==> config.mk <==
export PLATFORM = sky130hd
export DESIGN_NAME = button_debouncer_flat
export DESIGN_NICKNAME = d
export VERILOG_FILES = /design/src/rtl/button_debouncer_if.sv /design/src/rtl/button_debouncer.sv /design/src/flat_wrapper.sv
export SDC_FILE = /design/constraint.sdc
export NUM_CORES = 1
export LEC_CHECK = 0
export CELL_PAD_IN_SITES_DETAIL_PLACEMENT = 0
export CELL_PAD_IN_SITES_GLOBAL_PLACEMENT = 2
export CORE_MARGIN = 1
export CORE_UTILIZATION = 35
export CTS_CLUSTER_DIAMETER = 100
export DETAILED_ROUTE_END_ITERATION = 10
export PLACE_DENSITY = 0.75
export SYNTH_ARGS = -nofsm -noshare
export SYNTH_HDL_FRONTEND = slang
export SYNTH_SLANG_ARGS = --single-unit
==> constraint.sdc <==
create_clock -name clk -period 2 [get_ports clk]
set_input_delay 0.5 -clock clk [delete_from_list [all_inputs] [get_ports clk]]
set_output_delay 0.5 -clock clk [all_outputs]
set_load 0.05 [all_outputs]
==> src/rtl/button_debouncer_if.sv <==
// rtl/button_debouncer_if.sv - button sample/debounce signal bundle
interface button_debouncer_if;
  logic       clk_1s;
  logic [3:0] btn_in;
  logic [3:0] btn_level;
  logic [3:0] btn_press;
  logic [3:0] btn_release;

  modport master (
    output clk_1s,
    output btn_in,
    input  btn_level,
    input  btn_press,
    input  btn_release
  );

  modport slave (
    input  clk_1s,
    input  btn_in,
    output btn_level,
    output btn_press,
    output btn_release
  );
endinterface

==> src/rtl/button_debouncer.sv <==
// rtl/button_debouncer.sv - four-button sampled debouncer with press/release pulses
// Define AUTOREPEAT_EN to build the per-button auto-repeat press generator.
module button_debouncer #(
  parameter int STABLE_SAMPLES = 4,
  parameter int REPEAT_DELAY   = 100,
  parameter int REPEAT_RATE    = 25
) (
  input  logic               clk,
  input  logic               reset,
  button_debouncer_if.slave  bus
);

  if (STABLE_SAMPLES < 2 || STABLE_SAMPLES > 15 ||
      REPEAT_DELAY < 1 || REPEAT_DELAY > 255 ||
      REPEAT_RATE < 1 || REPEAT_RATE > 255) begin : g_bad_cfg
    $error("button_debouncer: parameter out of range");
  end

  localparam logic [3:0] STABLE_CNT = 4'(STABLE_SAMPLES);

  typedef enum logic [1:0] {
    IDLE         = 2'd0,
    PRESS_WAIT   = 2'd1,
    HELD         = 2'd2,
    RELEASE_WAIT = 2'd3
  } state_t;

  logic       clk_1s_s1, clk_1s_s2, clk_1s_q;
  logic [3:0] btn_s1, btn_s2;
  logic       sample_stb;
  logic [3:0] level_vec, press_vec, release_vec;

  // Two-flop synchronizers for the slow tick and the raw buttons, plus tick edge register
  always_ff @(posedge clk) begin
    if (reset) begin
      clk_1s_s1 <= 1'b0;
      clk_1s_s2 <= 1'b0;
      clk_1s_q  <= 1'b0;
      btn_s1    <= 4'b0;
      btn_s2    <= 4'b0;
    end else begin
      clk_1s_s1 <= bus.clk_1s;
      clk_1s_s2 <= clk_1s_s1;
      clk_1s_q  <= clk_1s_s2;
      btn_s1    <= bus.btn_in;
      btn_s2    <= btn_s1;
    end
  end

  // One-cycle strobe on each rising edge of the synchronized tick; masked in reset cycles
  assign sample_stb = clk_1s_s2 & ~clk_1s_q & ~reset;

  for (genvar i = 0; i < 4; i++) begin : g_btn
    state_t     state_q, state_d;
    logic [3:0] cnt_q, cnt_d;
    logic       accept_press, accept_release, rep_pulse;
    logic       level_q, press_q, release_q;

    // Debounce FSM: advances only on strobes, counting consecutive equal samples
    always_comb begin
      state_d        = state_q;
      cnt_d          = cnt_q;
      accept_press   = 1'b0;
      accept_release = 1'b0;
      if (sample_stb) begin
        case (state_q)
          IDLE: begin
            if (btn_s2[i]) begin
              state_d = PRESS_WAIT;
              cnt_d   = 4'd1;
            end
          end
          PRESS_WAIT: begin
            if (btn_s2[i]) begin
              if (cnt_q + 4'd1 == STABLE_CNT) begin
                state_d      = HELD;
                cnt_d        = 4'd0;
                accept_press = 1'b1;
              end else begin
                cnt_d = cnt_q + 4'd1;
              end
            end else begin
              state_d = IDLE;
              cnt_d   = 4'd0;
            end
          end
          HELD: begin
            if (!btn_s2[i]) begin
              state_d = RELEASE_WAIT;
              cnt_d   = 4'd1;
            end
          end
          RELEASE_WAIT: begin
            if (!btn_s2[i]) begin
              if (cnt_q + 4'd1 == STABLE_CNT) begin
                state_d        = IDLE;
                cnt_d          = 4'd0;
                accept_release = 1'b1;
              end else begin
                cnt_d = cnt_q + 4'd1;
              end
            end else begin
              state_d = HELD;
              cnt_d   = 4'd0;
            end
          end
          default: begin
            state_d = IDLE;
            cnt_d   = 4'd0;
          end
        endcase
      end
    end

`ifdef AUTOREPEAT_EN
    localparam logic [7:0] REP_DELAY = 8'(REPEAT_DELAY);
    localparam logic [7:0] REP_RATE  = 8'(REPEAT_RATE);

    logic [7:0] rep_q, rep_d;
    logic       rep_phase_q, rep_phase_d;

    // Repeat counter: first pulse after REP_DELAY held strobes, then one every REP_RATE;
    // frozen while waiting out a release, cleared whenever HELD is (re)entered
    always_comb begin
      rep_d       = rep_q;
      rep_phase_d = rep_phase_q;
      rep_pulse   = 1'b0;
      if (sample_stb) begin
        if (state_q == HELD && btn_s2[i]) begin
          rep_d = rep_q + 8'd1;
          if (!rep_phase_q && rep_d == REP_DELAY) begin
            rep_pulse   = 1'b1;
            rep_phase_d = 1'b1;
            rep_d       = 8'd0;
          end else if (rep_phase_q && rep_d == REP_RATE) begin
            rep_pulse = 1'b1;
            rep_d     = 8'd0;
          end
        end
        if (state_d == HELD && state_q != HELD) begin
          rep_d       = 8'd0;
          rep_phase_d = 1'b0;
        end
      end
    end

    // Repeat counter state
    always_ff @(posedge clk) begin
      if (reset) begin
        rep_q       <= 8'd0;
        rep_phase_q <= 1'b0;
      end else begin
        rep_q       <= rep_d;
        rep_phase_q <= rep_phase_d;
      end
    end
`else
    assign rep_pulse = 1'b0;
`endif

    // FSM state plus registered level and single-cycle pulses
    always_ff @(posedge clk) begin
      if (reset) begin
        state_q   <= IDLE;
        cnt_q     <= 4'd0;
        level_q   <= 1'b0;
        press_q   <= 1'b0;
        release_q <= 1'b0;
      end else begin
        state_q   <= state_d;
        cnt_q     <= cnt_d;
        level_q   <= (state_d == HELD) || (state_d == RELEASE_WAIT);
        press_q   <= accept_press | rep_pulse;
        release_q <= accept_release;
      end
    end

    assign level_vec[i]   = level_q;
    assign press_vec[i]   = press_q;
    assign release_vec[i] = release_q;
  end

  assign bus.btn_level   = level_vec;
  assign bus.btn_press   = press_vec;
  assign bus.btn_release = release_vec;

endmodule

==> src/flat_wrapper.sv <==
// flat-port wrapper written by rule: the top's interface ports become plain ports
module button_debouncer_flat 
#(
  parameter int STABLE_SAMPLES = 4,
  parameter int REPEAT_DELAY   = 100,
  parameter int REPEAT_RATE    = 25
)
  (clk, reset, bus_clk_1s, bus_btn_in, bus_btn_level, bus_btn_press, bus_btn_release);
  button_debouncer_if bus_i ();
  input  logic clk;
  input  logic reset;
  input wire logic [$bits(bus_i.clk_1s)-1:0] bus_clk_1s;
  input wire logic [$bits(bus_i.btn_in)-1:0] bus_btn_in;
  output wire logic [$bits(bus_i.btn_level)-1:0] bus_btn_level;
  output wire logic [$bits(bus_i.btn_press)-1:0] bus_btn_press;
  output wire logic [$bits(bus_i.btn_release)-1:0] bus_btn_release;
  assign bus_i.clk_1s = bus_clk_1s;
  assign bus_i.btn_in = bus_btn_in;
  assign bus_btn_level = bus_i.btn_level;
  assign bus_btn_press = bus_i.btn_press;
  assign bus_btn_release = bus_i.btn_release;
  button_debouncer #(.STABLE_SAMPLES(STABLE_SAMPLES), .REPEAT_DELAY(REPEAT_DELAY), .REPEAT_RATE(REPEAT_RATE)) u_core (.clk(clk), .reset(reset), .bus(bus_i));
endmodule
Word level (Yosys, flattened, before mapping)
Index checks and enable logic that the tools add are counted.
- register bits after elaboration: 47
- input port bits: 7
- output and inout port bits: 12
- logic and storage cells: 158
- add/subtract/negate cells: 4
- equality and inequality tests: 32
- mux-type cells: 60
- bitwise gates (word level): 17
- reductions and logical operators: 20
- operator list (kind ; number):
    two-way mux 4 bit ; 20
    one-hot mux 4 bit (4 select lines) ; 4
    two-way mux 2 bit ; 28
    equality test 2 bit (second input constant) ; 16
    one-hot mux 2 bit (4 select lines) ; 4
    OR reduction 4 bit ; 8
    adder 4 x 1 -> 4 bit (second input constant) ; 4
    equality test 4 x 3 -> 1 bit (second input constant) ; 4
    inverter 1 bit ; 15
    AND reduction 3 bit ; 4
    equality test 2 x 1 -> 1 bit (second input constant) ; 4
    zero test 2 bit ; 4
    inequality test 2 x 1 -> 1 bit (second input constant) ; 4
    inequality test 2 bit (second input constant) ; 4
    logical OR 1 bit ; 4
    two-way mux 1 bit ; 4
    AND 1 bit ; 2

Logic depth before layout (Yosys ltp)
- depth in word-level cells: 8
- mapped depth: 7
- mapped depth without buffers: 6

Worst setup path before layout
Ideal clock, no wire load.
- path type: input -> register
- from: input port reset
- to: register u_core.g_btn[0].level_q
- setup time: 0.128 ns
- arrival: 1.733 ns
- required time: 1.872 ns
- slack: 0.140 ns
- stages: 5
- path buffers: 0
- path through: or3b_1 -> or4_1 -> o21ai_1 -> mux2i_1 -> nor2_1
- longest elaborated chain between the ends: 5
- elaborated cells between the ends (all ways): 6
- classes of those cells: 2 x eq/ne; 1 x mux; 2 x bitwise; 1 x reduce/logical
- RTL lines (element ; RTL line ; RTL):
    from (decl) ; flat_wrapper.sv:11 ; input logic reset;
    inverter 1 bit ; button_debouncer.sv:51 ; assign sample_stb = clk_1s_s2 & ~clk_1s_q & ~reset;
    AND 1 bit ; button_debouncer.sv:51 ;
    two-way mux 2 bit ; button_debouncer.sv:65 ; if (sample_stb) begin
    equality test 2 bit ; button_debouncer.sv:172 ; level_q <= (state_d == HELD) || (state_d == RELEASE_WAIT);
    logical OR 1 bit ; button_debouncer.sv:172 ;
    to (signal assigned) ; button_debouncer.sv:172 ;
    to (decl) ; button_debouncer.sv:57 ; logic level_q, press_q, release_q;
Several ways; a longest one is shown, not always the timed one.
A chain may end at the register's enable or synchronous reset.

Worst setup path after layout
- from: register u_core.g_btn[0].level_q
- to: output port bus_btn_level[0]
- RTL lines (element ; RTL line ; RTL):
    to (decl) ; flat_wrapper.sv:14 ; output wire logic [$bits(bus_i.btn_level)-1:0] bus_btn_level;
No word-level cell between the ends.

==> summary.md <==
| Metric | Value |
|---|---|
| Outcome | `complete, no violations` |
| WP data arrival | `1.43 ns` |
| Via count | `1618` |
| Class of the most critical setup path | `reg -> out` |
| First-pass DRT Iterations | `4` |
| VDD IR max | `0.340 mV` |
| Mapped Area | `2140 sq um` |
| Post-CTS setup buffers | `0` |
| CP max-delay cell | `clkdlybuf4s50_1` |
| Post-synth EDFFs | `0` |
| Crit end category | `output pin` |
| CTS Buf Count | `5` |
| Crit path max-delay family | `buffers and inverters` |
| Max Root-Sink Buffers | `2` |
| Clock slew at reported path FFs | `roughly 0.09 ns` |
| Met1 Usage GRT | `0.175` |
| Pleak | `just under 1 nW` |
| Commonest non-fill, non-tap cell in the layout | `dfxtp_1` |
| GP Congestion | `0.728` |
| DR vias/cell | `4.96` |
| Drc violations | `0` |
| Largest net degree at the start of global routing | `40` |
| CP Launch Type | `flop` |
| Total track usage | `0.134` |
| Synth async-reset ratio | `0` |
| Buffers & Inverters on Critical Path | `1` |
| Grt ovf | `0` |
| Crit path required time | `1.50 ns` |
| Max Freq | `519 MHz` |
| Avg Inst Size Synth | `9.10 sq um` |
| RSZ-0062 raised after global routing | `no` |
| First-pass GRT wire length | `6650 microns` |
| Area of the multi-input gates | `1070 sq um` |
| Final Skew | `between 0.009 and 0.01 ns` |
| Most frequent cells in the layout | `dfxtp_1 (47), nor2b_1 (21), clkdlybuf4s50_1 (17)` |
| Routed Antenna Nets | `0` |
| GR peak layer | `met2` |
| Sequential cell area | `941 sq um` |
| Post-Route WL | `a little under 4000 microns` |
| CP max FO | `1` |
| Antenna violations before repair | `0` |
| Worst-Skew Late Latency | `0.29 ns` |
| Met2 Track Usage GR | `0.215` |
| Rel. slew slack | `0.668` |
| Number of global-route vias before repair | `1424` |
| Share of cells above drive strength 1 | `0.0996` |
| Max Cap Viol | `0` |
| DP Wirelength | `around 2800 microns` |
| DR iter-0 viols | `147` |
| Register bit total from synthesis | `47` |
| Final min period | `1.93 ns` |
| Slew @ Worst Pin | `0.496 ns` |
| Rows | `28` |
| CP Depth | `1` |
| Slew Limit Fails | `0` |
| R2R depth | `6` |
| Setup ws final | `0.0745 ns` |
| Dpl ws | `-0.420 ns` |
| Met3 global-route usage | `0.0318` |
| Crit path launch | `u_core.g_btn[0].level_q` |
| Yosys warns | `0` |
| Hold WS | `0.441 ns` |
| Pwr/cell area | `725 nW/um^2` |
| Clk root buf | `clkbuf_8` |
| Worst R2R End | `u_core.g_btn[3].state_q[1]` |
| Period utilization | `0.963` |
| Diodes inserted | `0` |
| FF-to-FF Start | `u_core.g_btn[3].cnt_q[1]` |
| Die width | `80.2 microns` |
| P&R area growth vs syn | `18.0%` |
| Initial Util | `0.361` |
| Core area | `5920 sq um` |
| Sequential-to-total area share from yosys stat | `0.440` |
| DP Cell Count | `318` |
| Post-synth top flop | `dfxtp_1` |
| Clock Sink Count | `47` |
| Final Hold Vio Count | `0` |
| TritonCTS clock tree | `built` |
| H-tree levels | `2` |
| Post-synthesis net count | `between 200 and 300` |
| Number of I/O port buffers | `18` |
| Nets | `~270` |
| Fillers | `591` |
| Final non-filler cell total | `326` |
| Slowest stage delay, CP | `~0.8 ns` |
| Die Span Y | `80.2 microns` |
| Worst Setup EP | `bus_btn_level[0]` |
| Min-Delay Path Class | `reg -> reg` |
| # hold bufs at CTS | `0` |
| Critical path cell sequence | `clkdlybuf4s50_1` |
| Total power | `1.83 mW` |
| Mapped Cells | `235` |
| # IOs | `19` |
| R2R setup slack | `approximately 0.2 ns` |
| WL per Instance | `12.2 microns` |
| Setup violators final | `0` |
| Post-synthesis cell type count | `46` |
| Die Area | `around 6400 sq um` |
-- routing by layer --
metal	routed length, microns	vias up
li1	-	849
met1	1960	731
met2	1810	33
met3	145	5
met4	41	0
met5	0	-
-- timing repair --
action	CTS	global route
setup endpoints to repair	2	8
gates resized for setup	2	3
pin swaps	2	0
-- flip-flops by register name, summed over array words and instances (netlist names) --
register                flops
u_core.btn_s1               4
u_core.g_btn.press_q        4
u_core.btn_s2               4
u_core.g_btn.level_q        4
u_core.g_btn.state_q        8
u_core.g_btn.release_q      4
u_core.clk_1s_q             1
u_core.g_btn.cnt_q         16
u_core.clk_1s_s2            1
u_core.clk_1s_s1            1
-- cell usage after synthesis, drive strengths merged, types with 5 or more instances --
| master | number | share of area |
|---|---|---|
| a21oi | 12 | 0.028 |
| a31oi | 6 | 0.018 |
| buf | 12 | 0.042 |
| clkbuf | 9 | 0.016 |
| dfxtp | 47 | 0.44 |
| ha | 8 | 0.047 |
| inv | 5 | 0.0088 |
| mux2i | 5 | 0.023 |
| nand2 | 16 | 0.028 |
| nand2b | 5 | 0.015 |
| nor2 | 14 | 0.025 |
| nor2b | 21 | 0.061 |
| nor3 | 8 | 0.019 |
| o211ai | 5 | 0.018 |
| o21ai | 7 | 0.016 |
-- cells by family after synthesis --
family	count (synthesis)	synth area share
DFF	47	0.440
xor gates and xnor gates	5	0.0205
adders and majority gates	8	0.0468
muxes	5	0.0234
AOI/OAI and AO/OA	51	0.163
buffers and inverters	26	0.0667
and+or+nand+nor	93	0.240
-- worst min path at each step --
stage | startpoint | endpoint | cells past startpoint
floorplan | u_core.btn_s1[0] | u_core.btn_s2[0] | 1
global placement | u_core.btn_s1[1] | u_core.btn_s2[1] | 1
detailed placement | u_core.clk_1s_s1 | u_core.clk_1s_s2 | 1
CTS | u_core.clk_1s_s1 | u_core.clk_1s_s2 | 1
global route | u_core.btn_s1[0] | u_core.btn_s2[0] | 1
finish | u_core.clk_1s_s1 | u_core.clk_1s_s2 | 1
-- cell type report --
class	count	share of cell area
Clock inverter	2	0.0238
Tap cell	75	0.0372
Timing Repair Buffer	29	0.105
Inverter	5	0.00744
Sequential cell	47	0.373
Multi-Input combinational cell	162	0.425
Clock buffer	6	0.0288
-- power breakdown --
part	leakage [nW]	internal [mW]	total, mW	switching, mW
sequential	0.381	0.947	0.956	0.00836
combinational	0.542	0.0330	0.0692	0.0362
clock	0.0654	0.500	0.805	0.305
total	0.988	1.48	1.83	0.350
-- through the flow --
step / area [sq um] / utilization / setup TNS [ns]
floorplan: 2140 / - / 0
global placement: 2370 / 0.400 / -3.13
detailed placement: 2370 / 0.400 / -3.37
CTS: 2510 / 0.424 / 0
global route: 2520 / 0.426 / 0
finish: 2520 / 0.426 / 0
(Power assumes the default switching activity.)
